<file path="src/rtl/core_pkg.sv">
// core_pkg: shared types and constants for the RV32I fetch path.
package core_pkg;
  localparam int XLEN = 32;
  localparam logic [XLEN-1:0] NOP_INSTR = 32'h0000_0013;
  localparam logic [XLEN-1:0] RESET_PC = 32'h0000_0000;
  typedef enum logic [1:0] {S_BOOT, S_RUN, S_HALT} fetch_state_t;
  typedef struct packed {
    logic valid;
    logic [XLEN-1:0] instr;
    logic [XLEN-1:0] pc;
  } if_id_t;
endpackage

</file>
<file path="src/rtl/fetch_unit_if.sv">
// fetch_unit_if: instruction-memory and IF/ID handshake bundle around the fetch stage.
interface fetch_unit_if #(parameter int ADDR_W = 5);
  logic [ADDR_W-1:0] imem_addr;
  logic [31:0] imem_instr;
  logic if_valid;
  logic id_ready;
  logic [31:0] if_instr;
  logic [31:0] if_pc;
  modport master (output imem_addr, if_valid, if_instr, if_pc, input imem_instr, id_ready);
  modport slave (input imem_addr, if_valid, if_instr, if_pc, output imem_instr, id_ready);
endinterface

</file>
<file path="src/rtl/if_id_reg.sv">
// if_id_reg: IF/ID pipeline register; flush or drain inserts a bubble, load captures a fetch.
module if_id_reg import core_pkg::*; #(
  parameter logic [31:0] NOP = 32'h0000_0013
) (
  input  logic clk,
  input  logic rst_n,
  input  logic flush,
  input  logic load,
  input  logic clear,
  input  logic [31:0] d_instr,
  input  logic [31:0] d_pc,
  output if_id_t q
);
  always_ff @(posedge clk or negedge rst_n)
    if (!rst_n) q <= '{valid: 1'b0, instr: NOP, pc: '0};
    else if (flush || clear) begin
      q.valid <= 1'b0;
      q.instr <= NOP;
    end else if (load) q <= '{valid: 1'b1, instr: d_instr, pc: d_pc};
endmodule

</file>
<file path="src/rtl/fetch_unit.sv">
// fetch_unit: RV32I fetch stage holding the PC, redirect/halt control and the IF/ID register.
module fetch_unit import core_pkg::*; #(
  parameter int ADDR_W = 5,
  parameter logic [31:0] RESET_PC = 32'h0000_0000,
  parameter logic [31:0] NOP_INSTR = 32'h0000_0013
) (
  input  logic clk,
  input  logic rst_n,
  input  logic halt,
  input  logic redirect_valid,
  input  logic [31:0] redirect_target,
  output logic [31:0] pc,
  output logic fetch_misalign,
  fetch_unit_if.master bus
);
  fetch_state_t state;
  if_id_t r;
  logic load, clear;
  // halt does not block a capture already due in S_RUN; it only moves the FSM to S_HALT
  assign load = state == S_RUN && (!r.valid || bus.id_ready) && !redirect_valid;
  assign clear = state == S_HALT && r.valid && bus.id_ready;
  if_id_reg #(.NOP(NOP_INSTR)) u_if_id (
    .clk(clk), .rst_n(rst_n), .flush(redirect_valid), .load(load), .clear(clear),
    .d_instr(bus.imem_instr), .d_pc(pc), .q(r)
  );
  assign bus.imem_addr = pc[ADDR_W+1:2];
  assign bus.if_valid = r.valid;
  assign bus.if_instr = r.instr;
  assign bus.if_pc = r.pc;
  always_ff @(posedge clk or negedge rst_n)
    if (!rst_n) begin
      state <= S_BOOT;
      pc <= RESET_PC;
      fetch_misalign <= 1'b0;
    end else begin
      state <= halt ? S_HALT : S_RUN;
      pc <= redirect_valid ? {redirect_target[31:2], 2'b00} : load ? pc + 32'd4 : pc;
      fetch_misalign <= redirect_valid && |redirect_target[1:0];
    end
endmodule

</file>
<file path="src/flat_wrapper.sv">
// flat-port wrapper written by rule: the top's interface ports become plain ports
module fetch_unit_flat import core_pkg::*;
#(
  parameter int ADDR_W = 5,
  parameter logic [31:0] RESET_PC = 32'h0000_0000,
  parameter logic [31:0] NOP_INSTR = 32'h0000_0013
)
  (clk, rst_n, halt, redirect_valid, redirect_target, pc, fetch_misalign, bus_imem_addr, bus_if_valid, bus_if_instr, bus_if_pc, bus_imem_instr, bus_id_ready);
  fetch_unit_if #(.ADDR_W(ADDR_W)) bus_i ();
  input  logic clk;
  input  logic rst_n;
  input  logic halt;
  input  logic redirect_valid;
  input  logic [31:0] redirect_target;
  output logic [31:0] pc;
  output logic fetch_misalign;
  output wire logic [$bits(bus_i.imem_addr)-1:0] bus_imem_addr;
  output wire logic [$bits(bus_i.if_valid)-1:0] bus_if_valid;
  output wire logic [$bits(bus_i.if_instr)-1:0] bus_if_instr;
  output wire logic [$bits(bus_i.if_pc)-1:0] bus_if_pc;
  input wire logic [$bits(bus_i.imem_instr)-1:0] bus_imem_instr;
  input wire logic [$bits(bus_i.id_ready)-1:0] bus_id_ready;
  assign bus_imem_addr = bus_i.imem_addr;
  assign bus_if_valid = bus_i.if_valid;
  assign bus_if_instr = bus_i.if_instr;
  assign bus_if_pc = bus_i.if_pc;
  assign bus_i.imem_instr = bus_imem_instr;
  assign bus_i.id_ready = bus_id_ready;
  fetch_unit #(.ADDR_W(ADDR_W), .RESET_PC(RESET_PC), .NOP_INSTR(NOP_INSTR)) u_core (.clk(clk), .rst_n(rst_n), .halt(halt), .redirect_valid(redirect_valid), .redirect_target(redirect_target), .pc(pc), .fetch_misalign(fetch_misalign), .bus(bus_i));
endmodule
</file>
<file path="config.mk">
export PLATFORM = sky130hd
export DESIGN_NAME = fetch_unit_flat
export DESIGN_NICKNAME = d
export VERILOG_FILES = /design/src/rtl/core_pkg.sv /design/src/rtl/fetch_unit_if.sv /design/src/rtl/if_id_reg.sv /design/src/rtl/fetch_unit.sv /design/src/flat_wrapper.sv
export SDC_FILE = /design/constraint.sdc
export NUM_CORES = 1
export LEC_CHECK = 0
export CORE_ASPECT_RATIO = 0.7
export CORE_MARGIN = 3
export CORE_UTILIZATION = 40
export CTS_CLUSTER_SIZE = 25
export DETAILED_ROUTE_END_ITERATION = 16
export PLACE_DENSITY = 0.73
export SLEW_MARGIN = 10
export SYNTH_ARGS = -nofsm -noshare
export SYNTH_HDL_FRONTEND = slang
export SYNTH_HIERARCHICAL = 1
export SYNTH_SLANG_ARGS = --single-unit
</file>
<file path="constraint.sdc">
create_clock -name clk -period 2.2 [get_ports clk]
set_input_delay 0.33 -clock clk [delete_from_list [all_inputs] [get_ports clk]]
set_output_delay 0.33 -clock clk [all_outputs]
set_load 0.05 [all_outputs]
</file>
==> Word level (Yosys, flattened, before mapping) <==
Index checks and enable logic that the tools add are counted.
{ "op_classes": {"add_sub_neg": 1, "eq_ne": 2, "mux": 5, "n_bitwise": 1, "reduce_logical": 13} }
{ "ops": {"columns": ["op", "n"], "rows": [
  ["$mux 65", 1],
  ["$mux 32", 2],
  ["$mux 33", 1],
  ["$add 32x3->32 const B", 1],
  ["$logic_and 1x1->1", 5],
  ["$reduce_bool 2->1", 2],
  ["$eq 2x1->1 const B", 1],
  ["$eq 2x2->1 const B", 1],
  ["$logic_not 1->1", 2],
  ["$logic_or 1x1->1", 2],
  ["$mux 2", 1],
  ["$reduce_and 2->1", 1],
  ["$reduce_or 2->1", 1],
  ["$not 1->1", 1]
]} }
{ "word_totals": {"reg_bits": 100, "out_inout_bits": 103, "wordCells": 28} }

==> Depth between registers and ports, before layout <==
{ "depth": {"ltp_word": 6, "mapped_depth": 8, "depth_no_buf": 5} }

==> Modules after synthesis <==
Netlist, hierarchy kept.
{ "by_module_without_submodules": {"columns": ["mod", "instances", "cells_each", "area_each_um2", "seq_area_each_um2"], "rows": [
  ["if_id_reg", 1, 176, 2534.9, 1630.3],
  ["fetch_unit", 1, 263, 2255.9, 825.8]
]} }

==> Worst setup path before layout <==
Ideal clock, no wire load.
{ "synth_path": {"path_kind": "in2reg", "start": "in redirect_valid", "end": "reg u_core/u_if_id/q[6] in the netlist's numbering", "setup_ps": 125, "arrival_ps": 2028, "t_required_ps": 2075, "slack_ps": 47, "cell_stages": 8, "path_buffers": 5, "cell_sequence": "buf_2 > buf_1 > clkbuf_1 > nor3_1 > buf_4 > nor3b_4 > buf_6 > mux2_2"} }
{ "synth_via": {"elab_chain_len": 3, "word_cells_on_any_way": 5} }
{ "synth_rtl": {"columns": ["item", "line", "rtl"], "rows": [
  ["start, declared", "flat_wrapper.sv:13", "input logic redirect_valid;"],
  ["$logic_not 1->1", "fetch_unit.sv:20", "assign load = state == S_RUN && (!r.valid || bus.id_ready) && !redirect_valid;"],
  ["$logic_and 1x1->1", "fetch_unit.sv:20", null],
  ["named net u_core.load", "fetch_unit.sv:18", "logic load, clear;"],
  ["$reduce_and 2->1 (no line)", null, null],
  ["end signal, assigned", "if_id_reg.sv:15", "if (!rst_n) q <= '{valid: 1'b0, instr: NOP, pc: '0};"],
  ["end signal, assigned", "if_id_reg.sv:19", "end else if (load) q <= '{valid: 1'b1, instr: d_instr, pc: d_pc};"],
  ["end, declared", "if_id_reg.sv:12", "output if_id_t q"]
]} }
The timed path passes the listed nets, and every way through them passes these cells.
A chain may end at the register's enable or synchronous reset.

==> Worst setup path after layout <==
{ "layout_path": {"start": "reg u_core.pc[15]", "end": "out pc[15]"} }
{ "layout_lines": {"columns": ["item", "line", "rtl"], "rows": [
  ["start, declared", "fetch_unit.sv:12", "output logic [31:0] pc,"],
  ["start signal, assigned", "fetch_unit.sv:37", "pc <= redirect_valid ? {redirect_target[31:2], 2'b00} : load ? pc + 32'd4 : pc;"],
  ["end, declared", "flat_wrapper.sv:15", "output logic [31:0] pc;"]
]} }
No word-level cell between the ends.

==> results.md <==
* Status: complete, no violations
* Min cycle time layout at 2.10 ns
* Max Slew Vio Count at 0
* Asr flop ratio synth at 100%
* Post-synth cell types at 47
* Largest net degree at the start of global routing at 49
* DP Area at 6620 um^2
* Yosys warning count at 6
* Final core utilization at 61.1%
* Clock transition at path regs at 0.07 ns
* CTS Sinks at 98
* Skew final at 0.00891 ns
* Number of fill cells at 923
* Pwr Density at 860 nW/um^2
* Worst Path Buf+Inv at 1
* Via count at 4066
* Antenna violations before repair at 0
* First-pass GRT wire length at 21.1 mm
* Commonest non-fill, non-tap cell in the layout: clkdlybuf4s50_1
* Cell family with most CP delay: buffers and inverters
* Number of setup buffers added after CTS at 0
* Hold buffer count at CTS at 1
* First-iteration detailed-routing DRC count at 360
* Post-synth EDFFs at 0
* Switching Power at 2.23 mW
* GRT Max-Usage Layer: met2
* Dpl ws at 0.0845 ns
* Clock Tree Buf Depth at 2
* Share of layout cells above drive strength 1 at 13.8%
* CTS root buffer: clkbuf_16
* Sequential standard cell area at 2460 um^2
* Via density at 5.34
* Reg2reg start: u_core/pc[3]$_DFFE_PN0P_
* # diodes at 0
* Initial core utilization at 42.3%
* Vias in the first global route at 4008
* Hold Path Class: primary input to async pin
* DR pass1 iterations at 5
* Gate power share at 35.7%
* Worst vdd ir at 0.490 mV
* Period utilization at 95.6%
* Synth Cell Area at 4790 um^2
* Worst skew pair latency at 0.34 ns
* Critical-path cell list: clkdlybuf4s50_1
* Routability cong. at 0.817
* Setup TNS Final at 0 ns
* Area of the multi-input gates at 2080 um^2
* Main flop type after synthesis: dfrtp_1
* Io pins at 172
* Max cap viols at 0
* Clk pwr share at 26.4%
* Die Y at 97.6 um
* Max Clock Freq at 0.476 GHz
* Core Area at 11300 um^2
* Sw frac at 37.4%
* Met1 usage at 27.3%
* RSZ-0062 raised after global routing: false
* Reg2reg end: u_core/pc[16]$_DFFE_PN0P_
* H-tree level count at 3
* Post-DP HPWL at 9.33 mm
* Final worst slack at 0.0971 ns
* Part of the power in registers at 38.0%
* CTS tree: built
* Layout area overhead at 44.5%
* CTS resizes at 0
* Final #Nets at 673
* Die W at 137 um
* Min Hold Slack at 0.452 ns
* Row count at 32
* CTS buffer count at 9
* Fin cells at 761
* Total power at 5.95 mW
* Placed Cells at 744
* Critical path type: flip-flop to output port
* Post-Layout Inst Area at 6920 um^2
* Reg2reg path depth at 5
* Slowest CP cell: clkdlybuf4s50_1
* Pleak at 2.76 nW
* Synthesized instance count at 439
* Total gr overflow at 0
* Antenna Nets Post-Route at 0
* Syn Area/Cell at 10.9 um^2
* P_int at 3.73 mW
* Final setup viols at 0
* Critical path peak fanout at 11
* Worst-Margin Slew at 0.560 ns
* Most frequent cells in the layout: 167 x clkdlybuf4s50_1, 95 x dfrtp_1, 48 x nor2_1
* Die area at 13300 um^2
* FF-to-FF setup slack at 0.24 ns
* Sequential area share after synthesis at 51.3%
* Port bufs at 169
* Startpoint types: flip-flop
* Hold Fails Final Rpt at 0
* All-Layer GR Usage at 19.7%
* Slew Limit Headroom at 62.7%
* DRC viols at 0
* CP required at 1.87 ns
* Crit-path max cell delay at 0.88 ns
* Register bit count reported by yosys at 98
* GRT met3 Usage at 7.30%
* Total Wirelength at 12.9 mm
* Critical Path AT at 1.77 ns
* CP Capture Type: output port
* Met2 GRT Util at 29.7%
* DR WL/cell at 17.0 um
[how the worst max path moves through the flow]
| stage | from | endpoint | slack (ns) | cells after the start |
|---|---|---|---|---|
| 2_1_floorplan | redirect_valid | u_core/u_if_id/q[6]$_DFFE_PN0P_ | 0.05 | 8 |
| 3_3_place_gp | bus_id_ready | u_core/pc[16]$_DFFE_PN0P_ | 0.12 | 5 |
| 3_5_place_dp | bus_id_ready | u_core/pc[16]$_DFFE_PN0P_ | 0.08 | 5 |
| 4_1_cts | u_core/pc[15]$_DFFE_PN0P_ | pc[15] | 0.08 | 1 |
| 5_1_grt | u_core/pc[22]$_DFFE_PN0P_ | pc[22] | 0.03 | 1 |
| 6_report | u_core/pc[15]$_DFFE_PN0P_ | pc[15] | 0.1 | 1 |
[kinds of logic (layout without fill, tap and decap cells)]
logic type,after synthesis,after routing,share of synthesized area [%]
AO/OA/AOI/OAI,51,51,7.63
flip-flops,98,98,51.3
multiplexers,65,65,14.4
adder cells (fa/ha/maj),1,1,0.261
AND/OR/NAND/NOR,170,170,19.5
other,1,4,0.0783
XOR/XNOR,7,7,1.28
buffers and inverters,46,212,5.61
[layer usage]
| metal | part of all wire (%) | up-vias |
|---|---|---|
| li1 | - | 1899 |
| met1 | 44 | 1944 |
| met2 | 44 | 206 |
| met3 | 11 | 17 |
| met4 | 1.2 | 0 |
| met5 | 0 | - |
[cells in the mapped netlist, types with 2 or more instances]
library cell | count | area share, %
a21oi_1 | 3 | 0.31
a22oi_1 | 7 | 1.1
a311o_1 | 3 | 0.63
a31oi_1 | 5 | 0.65
and3_1 | 3 | 0.39
and4_1 | 4 | 0.73
buf_2 | 11 | 1.1
buf_4 | 10 | 1.6
buf_6 | 6 | 1.4
clkbuf_1 | 10 | 0.78
dfrtp_1 | 95 | 50
dfstp_2 | 3 | 1.6
inv_1 | 8 | 0.63
mux2_1 | 2 | 0.47
mux2_2 | 30 | 7.1
mux2i_1 | 33 | 6.9
nand2_1 | 28 | 2.2
nand3_1 | 24 | 2.5
nand3_2 | 2 | 0.42
nand4_1 | 16 | 2.1
nand4_2 | 2 | 0.52
nor2_1 | 48 | 3.8
nor2b_1 | 10 | 1.3
nor3_1 | 6 | 0.63
nor3_2 | 2 | 0.42
nor3b_1 | 3 | 0.47
nor4_1 | 4 | 0.52
nor4b_1 | 4 | 0.73
o21ai_0 | 11 | 1.1
o311ai_1 | 5 | 0.91
o31a_1 | 2 | 0.37
o31ai_1 | 12 | 1.9
or2_2 | 3 | 0.39
or3_4 | 2 | 0.47
or4_1 | 4 | 0.63
xnor2_1 | 7 | 1.3
[final cells by class]
cell class	count	area share (%)
clock inverter	6	0.976
clock buffer	10	3.31
inverter	8	0.434
sequential	98	35.5
tap	153	2.77
timing repair buffer	188	27.0
multi-input combinational	298	30.1
[sequential cells by signal, summed over array words and instances, names as in the netlist]
name / cells
u_core/fetch_misalign: 1
u_core/pc: 30
u_core/state: 2
u_core/u_if_id/q: 65
[power by group through the flow]
stage / logic [mW] / registers [mW] / clock network (mW)
global route: 2.23 / 2.30 / 1.69
global placement: 2.11 / 2.28 / 0
CTS: 2.14 / 2.26 / 1.61
floorplan: 0.471 / 3.14 / 0
finish: 2.12 / 2.26 / 1.57
detailed placement: 2.13 / 2.29 / 0
Note: power is estimated with default switching activity, not from simulation.
